File: config.mk
export PLATFORM = sky130hd
export DESIGN_NAME = sram_arbiter
export DESIGN_NICKNAME = d
export VERILOG_FILES = /design/src/rtl/sram_arbiter.sv
export SDC_FILE = /design/constraint.sdc
export NUM_CORES = 1
export LEC_CHECK = 0
export ABC_AREA = 1
export CAP_MARGIN = 10
export CELL_PAD_IN_SITES_DETAIL_PLACEMENT = 0
export CELL_PAD_IN_SITES_GLOBAL_PLACEMENT = 2
export CORE_ASPECT_RATIO = 0.7
export CORE_UTILIZATION = 22
export CTS_CLUSTER_DIAMETER = 100
export DETAILED_ROUTE_END_ITERATION = 10
export GPL_TIMING_DRIVEN = 0
export PLACE_DENSITY_LB_ADDON = 0.1
export SLEW_MARGIN = 5
export SYNTH_ARGS = -nofsm -noshare
export SYNTH_HDL_FRONTEND = slang
export SYNTH_SLANG_ARGS = --single-unit
File: constraint.sdc
create_clock -name clk -period 3.2 [get_ports clk]
set_input_delay 0.96 -clock clk [delete_from_list [all_inputs] [get_ports clk]]
set_output_delay 0.96 -clock clk [all_outputs]
set_load 0.01 [all_outputs]
File: src/rtl/sram_arbiter.sv
// rtl/sram_arbiter.sv - single-port SRAM arbiter between instruction fetch and data ports
module sram_arbiter #(
    parameter int WAIT_CYCLES = 2,
    parameter int ADDR_W      = 20
) (
    input  logic              clk,
    input  logic              rst,
    input  logic              if_req_i,
    input  logic [31:0]       if_addr_i,
    output logic [31:0]       if_data_o,
    output logic              if_ready_o,
    input  logic              mem_req_i,
    input  logic              mem_we_i,
    input  logic [3:0]        mem_sel_i,
    input  logic [31:0]       mem_addr_i,
    input  logic [31:0]       mem_wdata_i,
    output logic [31:0]       mem_rdata_o,
    output logic              mem_ready_o,
    output logic              stall_req_o,
    output logic              sram_ce_n_o,
    output logic              sram_oe_n_o,
    output logic              sram_we_n_o,
    output logic [3:0]        sram_be_n_o,
    output logic [ADDR_W-1:0] sram_addr_o,
    output logic [31:0]       sram_wdata_o,
    output logic              sram_wdata_oe_o,
    input  logic [31:0]       sram_rdata_i
);

    typedef enum logic [1:0] {
        IDLE,
        ACCESS,
        DONE
    } state_t;

    localparam logic [3:0] LAST_CNT = 4'(WAIT_CYCLES - 1);

    state_t     state;
    logic       grant;     // 0 = fetch port, 1 = data port
    logic       weReg;     // latched write flag of the granted access
    logic [3:0] cnt;

    // Byte-offset and high address bits never reach the word-addressed SRAM
    logic unusedAddrBits;
    assign unusedAddrBits = ^{if_addr_i[31:ADDR_W+2], if_addr_i[1:0],
                              mem_addr_i[31:ADDR_W+2], mem_addr_i[1:0]};

    // A port keeps the pipeline stalled until the cycle its ready pulse appears
    assign stall_req_o = (if_req_i & ~if_ready_o) | (mem_req_i & ~mem_ready_o);

    // Transaction sequencer; SRAM strobes are registered so they change only on state entry/exit
    always_ff @(posedge clk) begin
        if (!rst) begin
            state           <= IDLE;
            cnt             <= 4'd0;
            grant           <= 1'b0;
            weReg           <= 1'b0;
            if_ready_o      <= 1'b0;
            mem_ready_o     <= 1'b0;
            if_data_o       <= 32'd0;
            mem_rdata_o     <= 32'd0;
            sram_ce_n_o     <= 1'b1;
            sram_oe_n_o     <= 1'b1;
            sram_we_n_o     <= 1'b1;
            sram_be_n_o     <= 4'b1111;
            sram_wdata_oe_o <= 1'b0;
            sram_addr_o     <= '0;
            sram_wdata_o    <= 32'd0;
        end else begin
            case (state)
                IDLE: begin
                    if_ready_o  <= 1'b0;
                    mem_ready_o <= 1'b0;
                    if (mem_req_i || if_req_i) begin
                        state       <= ACCESS;
                        cnt         <= 4'd0;
                        sram_ce_n_o <= 1'b0;
                        // The data port belongs to the older instruction, so it wins ties
                        if (mem_req_i) begin
                            grant       <= 1'b1;
                            weReg       <= mem_we_i;
                            sram_addr_o <= mem_addr_i[ADDR_W+1:2];
                            if (mem_we_i) begin
                                sram_oe_n_o     <= 1'b1;
                                sram_we_n_o     <= 1'b0;
                                sram_be_n_o     <= ~mem_sel_i;
                                sram_wdata_oe_o <= 1'b1;
                                sram_wdata_o    <= mem_wdata_i;
                            end else begin
                                sram_oe_n_o     <= 1'b0;
                                sram_we_n_o     <= 1'b1;
                                sram_be_n_o     <= 4'b0000;
                                sram_wdata_oe_o <= 1'b0;
                            end
                        end else begin
                            grant           <= 1'b0;
                            weReg           <= 1'b0;
                            sram_addr_o     <= if_addr_i[ADDR_W+1:2];
                            sram_oe_n_o     <= 1'b0;
                            sram_we_n_o     <= 1'b1;
                            sram_be_n_o     <= 4'b0000;
                            sram_wdata_oe_o <= 1'b0;
                        end
                    end
                end
                ACCESS: begin
                    cnt <= cnt + 4'd1;
                    if (cnt == LAST_CNT) begin
                        state           <= DONE;
                        sram_ce_n_o     <= 1'b1;
                        sram_oe_n_o     <= 1'b1;
                        sram_we_n_o     <= 1'b1;
                        sram_be_n_o     <= 4'b1111;
                        sram_wdata_oe_o <= 1'b0;
                        if (grant) begin
                            mem_ready_o <= 1'b1;
                            if (!weReg) begin
                                mem_rdata_o <= sram_rdata_i;
                            end
                        end else begin
                            if_ready_o <= 1'b1;
                            if_data_o  <= sram_rdata_i;
                        end
                    end
                end
                DONE: begin
                    // Ready lasts one cycle; arbitration resumes only from IDLE
                    if_ready_o  <= 1'b0;
                    mem_ready_o <= 1'b0;
                    state       <= IDLE;
                end
                default: begin
                    state <= IDLE;
                end
            endcase
        end
    end

endmodule

# Yosys cells after proc, flatten, opt, wreduce, memory -nomap -nowiden
# Cells that the tools add are included.
# totals
register_bits	134
inputBits	137
elab_cells	77
output_inout_bits	127
# op_classes
muxes	32
n_reduce_logical	14
n_eq_ne	7
n_bitwise	8
n_addsub	1
# op_table
operator	n
2-to-1 mux 20 bit	1
2-to-1 mux 4 bit	5
case mux 4 bit (2 select lines)	2
2-to-1 mux 1 bit	15
case mux 1 bit (2 select lines)	6
AND reduction 3 bit	4
!= test 2 bit (second input constant)	4
AND reduction 4 bit	2
AND reduction 2 bit	3
adder 4 x 1 -> 4 bit (second input constant)	1
equality test 4 x 1 -> 1 bit (second input constant)	1
2-to-1 mux 2 bit	2
NOT 1 bit	4
NOT 4 bit	1
case mux 2 bit (2 select lines)	1
nonzero test 2 bit	2
bitwise AND 1 bit	2
equality test 2 x 1 -> 1 bit (second input constant)	1
equality test 2 bit (second input constant)	1
logical NOT 2 bit	1
OR reduction 2 bit	1
logical OR 1 bit	1
bitwise OR 1 bit	1

# Depth between registers and ports, before layout
# Gate-level depths: netlist of run 1.
# logic_depth
depth_word	5
depth_mapped	9
ltp_nobuf	7

# Worst setup path after synthesis of run 1
# Ideal clock, no wire load.
# synth_timing
kind	input to output
startpoint	in mem_req_i
endpoint	out stall_req_o
t_required_ns	2.240
setup_slack_ns	0.649
path_buffers	2
cell_stages	4
t_arrival_ns	1.591
path_cell_list	buf_2 -> inv_1 -> clkbuf_1 -> o22ai_1
# synth_between
elab_chain_len	2
# synth_lines
element	line_no	source
start: declaration	12	input logic mem_req_i,
bitwise AND 1 bit	49	assign stall_req_o = (if_req_i & ~if_ready_o) | (mem_req_i & ~mem_ready_o);
bitwise OR 1 bit	49	
end: declaration	19	output logic stall_req_o,
# Every way passes these cells.

# Worst setup path in the final report of run 1
# Same ends and word-level chain as after synthesis.

==> reports/metrics.cfg, run 1 <==
[status]
status=finished, final reports clean

[clocking]
cts-buffers-inserted=17
cts.reportedPaths.clkPinSlew_ns=0.06
cts_tree=built
root_buffer=clkbuf_16
clk_latency_ns=0.43
clock-sinks=134
post_cts_buffers=0
cts_hold_buf=0
cts_buffer_depth=2
cts.htree.levels=4
cts_resized=1

[sta]
tns_ns=0
min_period_over_period_pct=97.0
drv_slew=0
whs_ns=0.461
final-hold-violation-count=0
layout_min_cycle_time_ns=3.10
rsz0062_at_grt=no
fin_ws_ns=0.0956
finalSetupViolations=0
max_freq_mhz=322
fin_skew_ns=0.00782
slew_headroom_pct=57.6
worstMarginPinSlew_ns=0.635

[final_layout]
design_area_um2=8850
area_growth_pct=61.2
final_net_count=1175
fill_cells=2610
instances_no_fill=1366
n_antenna_cell=0
drive_gt1_share_pct=5.63

[die]
initial_core_util_pct=22.8
rows=47
ioPinCount=264
core_area_um2=24100
die_x_um=191
dieArea_um2=25600
die_h_um=134

[synth]
synth_cell_types=24
syn_area_um2=5490
ys_warn_count=0
synth_fp_nets=919
ys_seq_area_share_pct=48.8
synth_seq_cells=134
syn_area_per_cell_um2=7.04
postSynthCellCount=780

[detailed_routing]
dr.pass1.iters=4
routed_wl_mm=21.1
postRouteAntennaNets=0
drt_iter0_markers=283
wl_per_cell_um=15.4
via_per_inst=4.26
vias=5819
drc_errors=0

[grt]
grt_pass1_vias=5776
grtUsageMet1_pct=24.9
grt_max_degree=17
grt_use_total_pct=16.7
use_met2_pct=21.7
antenna_found_initial=1
grt_overflow_total=0
global_route.peak_usage_layer=met1
grtUsageMet3_pct=6.23
grt_pass1_wl_mm=32.7

[worst_setup_path]
startpoint=mem_req_i
endpoint_kind=primary output
r2r-start=cnt[0]
timing.rr.end=if_data_o[5]
cp_max_fo=12
reg2reg_depth=7
cp.required_ns=2.24
r2r_slack_ns=1.35
path_class=input pin to primary output
critPathArrivalTime_ns=2.14
cp-endpoint=stall_req_o
start_kind=input pin

[placement]
preCtsSetupSlack_ns=-0.00838
io_buffers=238
post_dp_cell_area_um2=8270
dp_cells=1336
gp_congestion=0.758
dp_hpwl_mm=15.9

[power]
power-per-cell-area_nw_per_um2=524
ir_drop_uv=374
leakage_uw=0.00356

[worst_hold_path]
hp-class=flop to flop

[flow_run]
cap_viol_max_count=0

-- where the power goes --
| group | switching, uW | total [uW] | leakage, uW | internal, uW |
|---|---|---|---|---|
| Combinational | 420 | 822 | 0.00219 | 402 |
| Clock | 763 | 1980 | 0.000281 | 1220 |
| Sequential | 60.1 | 1830 | 0.00109 | 1770 |
| Total | 1240 | 4640 | 0.00356 | 3400 |
-- flip-flops by register name, indices dropped and copies added, names as in the netlist, 2 cells and up --
name	count
if_data_o	32
state	2
cnt	4
mem_rdata_o	32
sram_addr_o	20
sram_wdata_o	32
sram_be_n_o	4
-- layout by cell type (no fill, tap or decap), types with 2 or more instances in the layout --
master	Yosys	final
clkdlybuf4s50_1	0	237
nand2_1	181	181
nor2_1	140	140
dfxtp_1	134	134
nand3_1	116	116
a21oi_1	74	74
inv_1	38	38
clkbuf_1	25	26
o21ai_0	21	21
clkbuf_16	0	17
buf_2	12	12
buf_1	11	11
buf_4	6	6
clkbuf_8	0	4
buf_6	3	3
inv_2	3	3
nor2_2	3	3
clkinv_2	0	3
clkinvlp_4	0	3
clkinv_1	2	2
nand4_1	2	2
ha_1	2	2
bufinv_16	0	2
-- final cells by class --
class	instances	area, um2	share of cell area [%]
Timing Repair Buffer	238	2380	26.9
Clock inverter	8	97.6	1.10
Buffer	56	270	3.05
Multi-Input combinational cell	546	2380	26.8
Clock buffer	23	488	5.51
Inverter	43	161	1.82
Sequential cell	134	2680	30.3
Tap cell	318	398	4.49
-- critical path, stage by stage --
cell	delay (ns)
buf_2	0.19
inv_1	0.23
o22ai_1	0.21
clkdlybuf4s50_1	0.56
-- how the worst min path moves through the flow --
stage                                start  cells past startpoint  slack, ns          endpoint
final                     sram_wdata_o[24]                      2       0.46  sram_wdata_o[24]
after global routing      sram_wdata_o[25]                      2       0.47  sram_wdata_o[25]
after CTS                 sram_wdata_o[24]                      2       0.46  sram_wdata_o[24]
after detailed placement  sram_wdata_o[24]                      2       0.45  sram_wdata_o[24]
after global placement         sram_ce_n_o                      2       0.45       sram_ce_n_o
after floorplan                      weReg                      2       0.45             weReg
-- through the flow --
step           utilization, %  power (uW)
6_report                 36.8        4640
5_1_grt                  36.8        4890
4_1_cts                  36.8        4720
3_5_place_dp             34.4        2700
2_1_floorplan               -        2230
3_3_place_gp             34.4        2700
-- cell usage after synthesis --
cell type  count  area, um2
nor2_1       140        526
nand4_1        2       12.5
xor2_1         1       8.76
clkbuf_1      25       93.8
nor2_2         3       18.8
o21ai_2        1       8.76
nand3_1      116        581
o21ai_0       21        105
buf_4          6       45.0
o21bai_1       1       7.51
a21oi_1       74        370
nand3_2        1       10.0
buf_6          3       33.8
o22ai_1        1       6.26
buf_2         12       60.1
nand2_1      181        679
buf_1         11       41.3
clkinv_1       2       7.51
ha_1           2       25.0
inv_2          3       11.3
nor2_4         1       11.3
inv_1         38        143
or2_1          1       6.26
dfxtp_1      134       2680
-- cell families after synthesis --
kind of cell	count (synthesis)	synth area share, %
AOI/OAI and AO/OA	98	9.06
xor gates and xnor gates	1	0.159
adders and majority gates	2	0.455
buffers and inverters	100	7.93
DFF	134	48.8
and+or+nand+nor	445	33.6
-- layer usage --
layer  wire length (um)  vias to the layer above
li1                   -                     3012
met1              11300                     2625
met2               7880                      161
met3               1660                       19
met4                259                        2
met5                 13                        -
Note: power is estimated with default switching activity, not from simulation.
==> run 2, diff against run 1 <==
--- a/config.mk
+++ b/config.mk
@@ -9,7 +9,7 @@
 export CAP_MARGIN = 10
 export CELL_PAD_IN_SITES_DETAIL_PLACEMENT = 0
 export CELL_PAD_IN_SITES_GLOBAL_PLACEMENT = 2
-export CORE_ASPECT_RATIO = 0.7
+export CORE_ASPECT_RATIO = 1.5
 export CORE_UTILIZATION = 22
 export CTS_CLUSTER_DIAMETER = 100
 export DETAILED_ROUTE_END_ITERATION = 10
==> reports/metrics.cfg, run 2 (synthesis gave the netlist of run 1 again) <==
[grt]
grt_pass1_wl_mm=31.5  ; -3.6%
grt_max_degree=17  ; unchanged
antenna_found_initial=0  ; -1
grt_overflow_total=0  ; unchanged
grt_use_total_pct=16.4  ; -0.33 points
grt_pass1_vias=5843  ; +1.2%

[die]
die_h_um=196  ; +46%
core_area_um2=24400  ; +1.6%
initial_core_util_pct=22.5  ; -0.36 points
ioPinCount=264  ; unchanged
die_x_um=131  ; -31%
dieArea_um2=25600  ; about the same
rows=70  ; +49%

[detailed_routing]
drt_iter0_markers=201  ; -29%
vias=5753  ; -1.1%
postRouteAntennaNets=0  ; unchanged
routed_wl_mm=20.4  ; -3.5%
via_per_inst=4.19  ; -1.7%
wl_per_cell_um=14.8  ; -4.1%
dr.pass1.iters=4  ; unchanged
drc_errors=0  ; unchanged

[clocking]
cts_hold_buf=0  ; unchanged
cts.htree.levels=4  ; unchanged
clk_latency_ns=0.43  ; about the same
cts_buffer_depth=2  ; unchanged
cts_tree=built
cts.reportedPaths.clkPinSlew_ns=0.06  ; about the same
cts-buffers-inserted=17  ; unchanged
clock-sinks=134  ; unchanged
root_buffer=clkbuf_16

[worst_setup_path]
path_class=input pin to primary output
cp.required_ns=2.24  ; about the same
critPathArrivalTime_ns=1.79  ; -0.35 ns
cp-endpoint=stall_req_o
start_kind=input pin
timing.rr.end=if_data_o[15]
cp_max_fo=2  ; -10
reg2reg_depth=7  ; unchanged
r2r_slack_ns=1.38  ; +0.03 ns
startpoint=if_req_i
r2r-start=cnt[0]
endpoint_kind=primary output

[worst_hold_path]
hp-class=flop to flop
hold_path_depth=2  ; unchanged

[flow_run]
cap_viol_max_count=0  ; unchanged

[final_layout]
area_growth_pct=61.2  ; about the same
final_net_count=1176  ; +0.085%
drive_gt1_share_pct=5.81  ; +0.18 points
top_regs=if_data_o: 32 flops, mem_rdata_o: 32 flops, sram_wdata_o: 32 flops
instances_no_fill=1374  ; +0.59%
final_common_cell=clkdlybuf4s50_1
n_antenna_cell=0  ; unchanged
layout_common_cells=237 x clkdlybuf4s50_1, 181 x nand2_1, 140 x nor2_1

[placement]
gp_congestion=0.762  ; +0.50%
io_buffers=238  ; unchanged
dp_hpwl_mm=15.5  ; -2.8%
dp_cells=1342  ; +0.45%

[sta]
layout_min_cycle_time_ns=2.75  ; -0.352 ns
slew_headroom_pct=59.4  ; +1.7 points
rsz0062_at_grt=no
worstMarginPinSlew_ns=0.610  ; -0.0259 ns
min_period_over_period_pct=86.0  ; -11 points
max_freq_mhz=363  ; +13%
final-hold-violation-count=0  ; unchanged
finalSetupViolations=0  ; unchanged
fin_skew_ns=0.00543  ; -0.00239 ns
drv_slew=0  ; unchanged

[power]
power_switching_uw=1220  ; -1.7%
power_frac_comb_pct=17.8  ; about the same
cell_internal_pwr_uw=3320  ; -2.2%
leakage_uw=0.00355  ; -0.18%
finalPower_uw=4540  ; -2.1%
p_sw_share_pct=26.9  ; +0.096 points
power-per-cell-area_nw_per_um2=513  ; -2.1%
seqPwrFrac_pct=40.4  ; +0.9 points
pwr-share-clk_pct=41.8  ; -1.0 points
ir_drop_uv=364  ; -2.6%

[status]
status=finished, final reports clean

run 2: cell types whose count changed in the layout (fill, tap and decap cells not counted), sizes merged:
cell | before | now
dlymetal6s2s | 0 | 1
dlygate4sd2 | 1 | 0
clkbuf | 47 | 48
clkinvlp | 3 | 4
bufinv | 2 | 1
inv | 41 | 40
buf | 32 | 33
clkinv | 5 | 6
run 2: worst max-delay path: stages:
cell and delay [ns]:
clkdlybuf4s50_1 0.49, inv_1 0.05, o22ai_1 0.10, dlymetal6s2s_1 0.20
run 2: worst min-delay path by stage:
stage	from	end	slack (ns)
after floorplan	weReg	weReg	0.45
after global placement	sram_wdata_o[0]	sram_wdata_o[0]	0.45
after detailed placement	sram_wdata_o[12]	sram_wdata_o[12]	0.45
after CTS	sram_wdata_o[2]	sram_wdata_o[2]	0.46
after global routing	sram_wdata_o[2]	sram_wdata_o[2]	0.47
final	sram_wdata_o[25]	sram_wdata_o[25]	0.46
run 2: stage by stage:
step / hold WS [ns] / setup WS (ns) / cell area (um2) / setup TNS (ns) / util, %
4_1_cts: 0.465 / 0.0310 / 8840 / 0 / 36.2
2_1_floorplan: 0.452 / 0.649 / 5490 / 0 / -
3_3_place_gp: 0.448 / -0.121 / 8280 / -0.121 / 33.9
5_1_grt: 0.470 / 0.382 / 8860 / 0 / 36.2
6_report: 0.461 / 0.447 / 8860 / 0 / 36.2
3_5_place_dp: 0.454 / -0.101 / 8280 / -0.101 / 33.9
run 2: final cells by class:
| class | instances | area [um2] |
|---|---|---|
| Multi-Input combinational cell | 546 | 2380 |
| Fill cell | 2677 | 15600 |
| Clock buffer | 24 | 492 |
| Inverter | 43 | 165 |
| Sequential cell | 134 | 2680 |
| Tap cell | 324 | 405 |
| Clock inverter | 8 | 72.6 |
| Timing Repair Buffer | 239 | 2390 |
| Buffer | 56 | 270 |
run 2: routing by layer:
layer  global-route usage, %  vias to the layer above  routed length, um
met2                    29.8                      155              10700
met4                    5.66                        0                384
li1                        -                     3006                  -
met1                    17.8                     2570               8130
met3                    4.52                       22               1150
met5                       0                        -                  0
run 2: power groups by stage:
stage	combinational (uW)	sequential, uW	clock (uW)
floorplan	323	1910	0
global placement	833	1870	0
detailed placement	832	1870	0
CTS	834	1840	1960
global route	904	1850	2020
finish	811	1830	1900
run 2: timing repair:
| action | CTS | global route |
|---|---|---|
| setup buffers | 0 | 1 |
| resized for setup | 0 | 2 |
| pin swaps | 0 | 0 |
| endpoints found under the setup margin | 1 | 1 |
